===== src/rtl/wdt_pkg.sv =====
// Shared types and register-map constants for the multi-channel watchdog.
// Latency: n/a (declarations only).
// Backpressure: n/a (declarations only).
package wdt_pkg;

    // Per-channel FSM state
    typedef enum logic [1:0] {
        ST_IDLE   = 2'd0,
        ST_RUN    = 2'd1,
        ST_WARN   = 2'd2,
        ST_EXPIRE = 2'd3
    } wdt_state_t;

    // CTRL register layout, bit 0 (en) is the LSB
    typedef struct packed {
        logic lock;
        logic win_en;
        logic rst_en;
        logic irq_en;
        logic en;
    } wdt_ctrl_t;

    localparam int CTRL_W = 5;
    localparam int STAT_W = 4;

    // Register offsets within one channel block
    localparam logic [4:0] OFF_CTRL    = 5'h00;
    localparam logic [4:0] OFF_TIMEOUT = 5'h04;
    localparam logic [4:0] OFF_WINDOW  = 5'h08;
    localparam logic [4:0] OFF_FEED    = 5'h0C;
    localparam logic [4:0] OFF_STATUS  = 5'h10;

    // CTRL bit indices
    localparam int CTRL_EN     = 0;
    localparam int CTRL_IRQ_EN = 1;
    localparam int CTRL_RST_EN = 2;
    localparam int CTRL_WIN_EN = 3;
    localparam int CTRL_LOCK   = 4;

    // STATUS bit indices
    localparam int STAT_WARN    = 0;
    localparam int STAT_EXPIRED = 1;
    localparam int STAT_EARLY   = 2;
    localparam int STAT_BAD_KEY = 3;

    // Address distance between consecutive channel blocks
    localparam logic [31:0] CH_STRIDE = 32'h20;

endpackage


===== src/rtl/wdt_channel.sv =====
// One watchdog channel: config registers, countdown FSM, sticky W1C status.
// Latency: register writes and FSM updates take effect at the write edge.
// Backpressure: none; every MMIO access is accepted in the cycle it is presented.
module wdt_channel
    import wdt_pkg::*;
#(
    parameter int          CNT_W    = 32,
    parameter logic [31:0] FEED_KEY = 32'h0000_A5A5
) (
    input  logic              clk,
    input  logic              rst,
    input  logic              wr_ctrl,
    input  logic              wr_timeout,
    input  logic              wr_window,
    input  logic              wr_feed,
    input  logic              wr_status,
    input  logic [31:0]       wdata,
    output logic [CTRL_W-1:0] ctrl,
    output logic [CNT_W-1:0]  timeout,
    output logic [CNT_W-1:0]  window,
    output logic [CNT_W-1:0]  count,
    output logic [STAT_W-1:0] status,
    output logic              expire,
    output logic              irq
);

    wdt_state_t        state_q, state_nxt;
    wdt_ctrl_t         ctrl_q, ctrl_nxt;
    logic [CNT_W-1:0]  timeout_q, timeout_nxt;
    logic [CNT_W-1:0]  window_q, window_nxt;
    logic [CNT_W-1:0]  count_q, count_nxt, count_dec;
    logic [STAT_W-1:0] status_q, status_nxt, status_set, status_clr;
    logic              key_ok;

    // State register: all channel state clears on synchronous reset
    always_ff @(posedge clk) begin
        if (!rst) begin
            state_q   <= ST_IDLE;
            ctrl_q    <= '0;
            timeout_q <= '0;
            window_q  <= '0;
            count_q   <= '0;
            status_q  <= '0;
        end else begin
            state_q   <= state_nxt;
            ctrl_q    <= ctrl_nxt;
            timeout_q <= timeout_nxt;
            window_q  <= window_nxt;
            count_q   <= count_nxt;
            status_q  <= status_nxt;
        end
    end

    // Next-state: config writes (lock-gated), FSM, counter and status set/clear
    always_comb begin
        ctrl_nxt    = ctrl_q;
        timeout_nxt = timeout_q;
        window_nxt  = window_q;
        state_nxt   = state_q;
        count_nxt   = count_q;
        status_set  = '0;
        status_clr  = '0;
        count_dec   = count_q - CNT_W'(1);
        key_ok      = (wdata == FEED_KEY);

        // Lock can only be set here (it is 0 whenever this write is honoured)
        if (wr_ctrl && !ctrl_q.lock)    ctrl_nxt    = wdt_ctrl_t'(wdata[CTRL_W-1:0]);
        if (wr_timeout && !ctrl_q.lock) timeout_nxt = wdata[CNT_W-1:0];
        if (wr_window && !ctrl_q.lock)  window_nxt  = wdata[CNT_W-1:0];
        if (wr_status)                  status_clr  = wdata[STAT_W-1:0];

        if (!ctrl_nxt.en) begin
            // Disabling parks the channel; counter and status are kept
            state_nxt = ST_IDLE;
        end else begin
            case (state_q)
                ST_IDLE: begin
                    count_nxt = timeout_nxt;
                    state_nxt = ST_RUN;
                end
                ST_RUN, ST_WARN: begin
                    if (wr_feed) begin
                        if (!key_ok) begin
                            status_set[STAT_BAD_KEY] = 1'b1;
                            status_set[STAT_EXPIRED] = 1'b1;
                            state_nxt                = ST_EXPIRE;
                        end else if (ctrl_nxt.win_en && (count_q > window_nxt)) begin
                            status_set[STAT_EARLY]   = 1'b1;
                            status_set[STAT_EXPIRED] = 1'b1;
                            state_nxt                = ST_EXPIRE;
                        end else begin
                            // A valid feed beats a same-cycle zero count
                            count_nxt = timeout_nxt;
                            state_nxt = ST_RUN;
                        end
                    end else if (count_q == '0) begin
                        status_set[STAT_EXPIRED] = 1'b1;
                        state_nxt                = ST_EXPIRE;
                    end else begin
                        count_nxt = count_dec;
                        if (state_q == ST_RUN && count_dec == (timeout_nxt >> 2)) begin
                            status_set[STAT_WARN] = 1'b1;
                            state_nxt             = ST_WARN;
                        end
                    end
                end
                ST_EXPIRE: begin
                    count_nxt = timeout_nxt;
                    state_nxt = ST_RUN;
                end
                default: state_nxt = ST_IDLE;
            endcase
        end

        // Hardware set wins over a same-cycle W1C clear
        status_nxt = (status_q & ~status_clr) | status_set;
    end

    assign ctrl    = ctrl_q;
    assign timeout = timeout_q;
    assign window  = window_q;
    assign count   = count_q;
    assign status  = status_q;
    assign expire  = (state_q == ST_EXPIRE);
    assign irq     = ctrl_q.irq_en & (|status_q);

endmodule


===== src/rtl/watchdog_timer_mc.sv =====
// Multi-channel MMIO watchdog: address decode, read mux, irq vector, reset-request pulse.
// Latency: writes act at the strobe edge; rdata is combinational; wdt_reset lags EXPIRE by one cycle.
// Backpressure: none; the MMIO bus is never stalled.
module watchdog_timer_mc
    import wdt_pkg::*;
#(
    parameter int          NUM_CH    = 4,
    parameter int          CNT_W     = 32,
    parameter logic [31:0] BASE_ADDR = 32'h4000_0000,
    parameter logic [31:0] FEED_KEY  = 32'h0000_A5A5
) (
    input  logic              clk,
    input  logic              rst,
    input  logic              w_en,
    input  logic              r_en,
    input  logic [31:0]       addr,
    input  logic [31:0]       wdata,
    output logic [31:0]       rdata,
    output logic [NUM_CH-1:0] wdt_irq,
    output logic              wdt_reset
);

    localparam logic [31:0] MAP_SIZE = 32'(NUM_CH) * CH_STRIDE;

    logic [31:0] rel;
    logic        in_map;
    logic [4:0]  off;
    logic [2:0]  ch_idx;

    logic [CTRL_W-1:0] ctrl_a    [NUM_CH];
    logic [CNT_W-1:0]  timeout_a [NUM_CH];
    logic [CNT_W-1:0]  window_a  [NUM_CH];
    logic [CNT_W-1:0]  count_a   [NUM_CH];
    logic [STAT_W-1:0] status_a  [NUM_CH];
    logic [NUM_CH-1:0] expire_v;
    logic [NUM_CH-1:0] rst_en_v;

    // Offset from base; wrap-around makes addresses below base fall outside the map
    assign rel    = addr - BASE_ADDR;
    assign in_map = (rel < MAP_SIZE);
    assign off    = rel[4:0];
    assign ch_idx = rel[7:5];

    for (genvar i = 0; i < NUM_CH; i++) begin : g_ch
        logic sel;
        assign sel = w_en && in_map && (ch_idx == 3'(i));

        wdt_channel #(
            .CNT_W    (CNT_W),
            .FEED_KEY (FEED_KEY)
        ) u_ch (
            .clk        (clk),
            .rst        (rst),
            .wr_ctrl    (sel && (off == OFF_CTRL)),
            .wr_timeout (sel && (off == OFF_TIMEOUT)),
            .wr_window  (sel && (off == OFF_WINDOW)),
            .wr_feed    (sel && (off == OFF_FEED)),
            .wr_status  (sel && (off == OFF_STATUS)),
            .wdata      (wdata),
            .ctrl       (ctrl_a[i]),
            .timeout    (timeout_a[i]),
            .window     (window_a[i]),
            .count      (count_a[i]),
            .status     (status_a[i]),
            .expire     (expire_v[i]),
            .irq        (wdt_irq[i])
        );

        assign rst_en_v[i] = ctrl_a[i][CTRL_RST_EN];
    end

    // Read mux: zero-extended fields, zero for unmapped offsets or when not reading
    always_comb begin
        rdata = '0;
        if (r_en && in_map) begin
            for (int i = 0; i < NUM_CH; i++) begin
                if (ch_idx == 3'(i)) begin
                    case (off)
                        OFF_CTRL:    rdata = 32'(ctrl_a[i]);
                        OFF_TIMEOUT: rdata = 32'(timeout_a[i]);
                        OFF_WINDOW:  rdata = 32'(window_a[i]);
                        OFF_FEED:    rdata = 32'(count_a[i]);
                        OFF_STATUS:  rdata = 32'(status_a[i]);
                        default:     rdata = '0;
                    endcase
                end
            end
        end
    end

    // Reset request: one registered cycle per EXPIRE cycle of any rst_en channel
    always_ff @(posedge clk) begin
        if (!rst) wdt_reset <= 1'b0;
        else      wdt_reset <= |(expire_v & rst_en_v);
    end

endmodule


===== config.mk =====
export PLATFORM = sky130hd
export DESIGN_NAME = watchdog_timer_mc
export DESIGN_NICKNAME = d
export VERILOG_FILES = /design/src/rtl/wdt_pkg.sv /design/src/rtl/wdt_channel.sv /design/src/rtl/watchdog_timer_mc.sv
export SDC_FILE = /design/constraint.sdc
export NUM_CORES = 2
export LEC_CHECK = 0
export CAP_MARGIN = 20
export CORE_UTILIZATION = 40
export CTS_BUF_LIST = sky130_fd_sc_hd__clkbuf_8
export DETAILED_ROUTE_END_ITERATION = 10
export PLACE_DENSITY_LB_ADDON = 0.1
export SYNTH_ARGS = -nofsm -noshare
export SYNTH_HDL_FRONTEND = slang
export SYNTH_SLANG_ARGS = --single-unit

===== constraint.sdc =====
create_clock -name clk -period 11.7 [get_ports clk]
set_clock_uncertainty 0.2 [all_clocks]
set_input_delay 1.755 -clock clk [delete_from_list [all_inputs] [get_ports clk]]
set_output_delay 1.755 -clock clk [all_outputs]
set_load 0.01 [all_outputs]

==> impl_results.md <==
- Outcome: complete, but fails checks
- Violated checks: design-rule violations
- Asr flop ratio synth: 0%
- GP Congestion: 0.9596
- Synth warnings: 0
- Setup_tns: 0 ps
- Predominant post-synthesis flop cell: dfxtp_1
- Grt ovf: 0
- Layout cells sized above 1: 8.520%
- Number of global-route vias before repair: 26.69k
- Hold Path Sink: g_ch[1].u_ch.status[1]
- RSZ-0062 raised after global routing: false
- Post-synth EDFFs: 0
- Worst path slowest cell: and3_4
- CP endpoint kind: output pin
- DR vias: 27.78k
- Die area: 73260 um^2
- Worst skew pair latency: 720 ps
- Worst hold path type: flip-flop to flip-flop
- I/O pins: 105
- Most common cell after layout, fill and taps aside: dfxtp_1
- CTS Buffer Depth: 3
- Max incr delay on CP: 820 ps
- CTS tree: yes
- Post-CTS setup buffers: 0
- Crit path buffers/inverters: 5
- Critical path type: input port to output pin
- Post-place setup slack: 3499 ps
- Clock period minus worst slack: 8268 ps
- Post-CTS sizing: 0
- Total track usage: 33.17%
- Initial antenna violation count: 4
- CP top delay family: buffers and inverters
- Final HPWL DP: 88.47 mm
- Hold path cells: 2
- Startpoint Class: input port
- Fmax: 121.0 MHz
- Final hold vios: 0
- Cts hold-fix bufs: 0
- CTS Root Cell: clkbuf_8
- Reg2reg start: g_ch[1].u_ch.ctrl[4]
- Routed WL: 125.5 mm
- Clock transition at path regs: 60 ps
- Core area: 71490 um^2
- Nets: 3668
- Site Rows: 98
- CP dominant cell by count: buf_4
- Data arrival, critical path: 6310 ps
- Post-route ant nets: 0
- Power density over the cells: 98.49 nW/um^2
- Slew at the pin with the worst max-slew slack: 1143 ps
- Die Ht: 270.7 um
- Cells on worst reg2reg path: 15
- DRC Markers: 1
- DR WL/cell: 28.06 um
- Distinct cells, synth: 88
- Static Leakage: 14.20 nW
- Clock sink count: 429
- Pre-Repair DR Iteration Count: 11
- Period utilization: 70.66%
- Final Max Tran Viols: 0
- MaxCap Viol Count: 0
- Via density: 6.211
- Critical-path cell list: clkdlybuf4s50_1, buf_4, nor3_2, buf_4, and3_4, buf_4, a221oi_1, a21oi_1, o21ai_0, a221oi_1, clkdlybuf4s50_1
- Setup Viol. Count Final: 0
- Synth Register Bits: 429
- Largest fanout on the critical path: 61
- Slew HR: 23.80%
- TritonCTS Buffers: 84
- Die width: 270.7 um
- Buffers on Ports: 104
- Slack of the critical path: 3432 ps
- Reg-to-Reg End: g_ch[1].u_ch.count[23]
- Fill count: 7082
- Syn avg cell area: 8.294 um^2
- Peak supply drop: 0.07314 mV
- Mapped Nets: 3689
- Most frequent cells in the layout: 429 x dfxtp_1, 319 x mux2i_1, 265 x nor2_1, 259 x nand2_1, 233 x nor2b_1
- Post-Syn Area: 28870 um^2
- Hold_sp: g_ch[1].u_ch.status[1]
- Largest net degree at the start of global routing: 190
- First-pass GRT wire length: 181.4 mm
- H-tree lvl count: 3
- Area delta synth->final: 11.97%
- Worst Path Required: 9750 ps
- Post-synthesis cell count: 3481
- FF-to-FF setup slack: 6130 ps
- Placed cell area: 30700 um^2
- DR iter-0 viols: 3032
- Design Area, Final: 32330 um^2
- Sequential share of the synthesized area: 29.75%
- Initial core utilization: 40.39%
==> layout make-up <==
type                            count  area (um^2)  area share, %
Antenna cell                        1        2.502       0.007741
Clock buffer                      103         1418          4.385
Clock inverter                     44        183.9         0.5689
Inverter                           37        140.1         0.4335
Multi-Input combinational cell   2728        19140          59.20
Sequential cell                   429         8588          26.57
Tap cell                          950         1189          3.677
Timing Repair Buffer              180         1669          5.163
==> worst max path at each step <==
stage / from / endpoint / slack [ps] / cells past startpoint
after floorplan: addr[7] / g_ch[1].u_ch.count[19] / 4980 / 21
after global placement: addr[7] / g_ch[1].u_ch.count[23] / 3510 / 19
after detailed placement: addr[7] / g_ch[1].u_ch.count[13] / 3500 / 19
after CTS: addr[4] / rdata[29] / 3580 / 11
after global routing: addr[4] / rdata[29] / 3310 / 11
final: addr[4] / rdata[29] / 3430 / 11
==> layer usage <==
metal	wire length (um)	track usage [%]	vias up	share of wire (%)
li1	-	-	12690	-
met1	53660	43.62	13480	43
met2	53960	50.11	1307	43
met3	10520	7.340	288	8.4
met4	7325	18.26	4	5.8
met5	22	0	-	0.018
==> synthesized netlist by cell type (all sizes together) (18+ instances only) <==
cell type,number,area share (%)
buf,67,1.1
ha,140,6.1
nor3,87,1.6
mux2,42,1.6
a221o,46,1.6
a221oi,64,1.9
nand4,58,1.3
a21o,39,1.0
a22oi,22,0.57
mux2i,319,11
or4,27,0.72
a211o,19,0.58
a21oi,198,3.4
nand2,259,3.4
o211ai,18,0.47
xor2,59,1.8
o22ai,58,1.3
a211oi,19,0.49
and2,20,0.43
clkbuf,220,2.9
inv,34,0.44
nor2,270,3.5
dfxtp,429,30
xnor2,154,4.7
o21ai,144,2.5
nor4,84,2.1
or3,37,0.84
nor2b,235,5.1
nand3,95,1.6
==> per-stage QoR <==
stage	cells	power (mW)	util, %	hold WS (ps)
final	4472	3.184	45.22	273.2
after global routing	4472	3.274	45.22	293.0
after CTS	4470	3.194	45.18	271.7
after detailed placement	4323	1.698	42.94	264.9
after global placement	4321	1.697	42.88	256.4
after floorplan	3481	1.585	-	239.3
==> power breakdown <==
part	total [mW]	internal [mW]	switching [mW]	leakage, nW
clock network	1.51	0.787	0.721	0.952
logic	0.214	0.0634	0.151	9.79
registers	1.46	1.46	0.0000000000618	3.45
total	3.18	2.31	0.872	14.2
==> kinds of logic after synthesis <==
family,Yosys count,synth area share [%]
buffers and inverters,324,4.472
XOR/XNOR,213,6.488
AND/OR/NAND/NOR,1245,22.47
AO/OA/AOI/OAI,769,18.06
flip-flops,429,29.75
adder cells (fa/ha/maj),140,6.067
multiplexers,361,12.70
==> flip-flops by register name, indices dropped and copies added (netlist names) <==
signal and count:
g_ch.u_ch.window 128, g_ch.u_ch.ctrl 20, g_ch.u_ch.timeout 128, g_ch.u_ch.status 16
g_ch.u_ch.state_q 8, g_ch.u_ch.count 128, wdt_reset 1
==> worst register-to-register path, cell delays in order (launching register included) <==
cell	delay (ps)
dfxtp_1	350
nor4b_2	840
nand3_2	120
buf_4	350
mux2i_1	240
ha_1	360
nand4_1	130
nor4_1	600
nand4_1	280
o31ai_1	350
a41oi_1	110
or3b_1	440
a21o_2	200
buf_4	290
o21bai_1	340
a211oi_1	240
No activity file was read; power rests on OpenSTA's default activity.
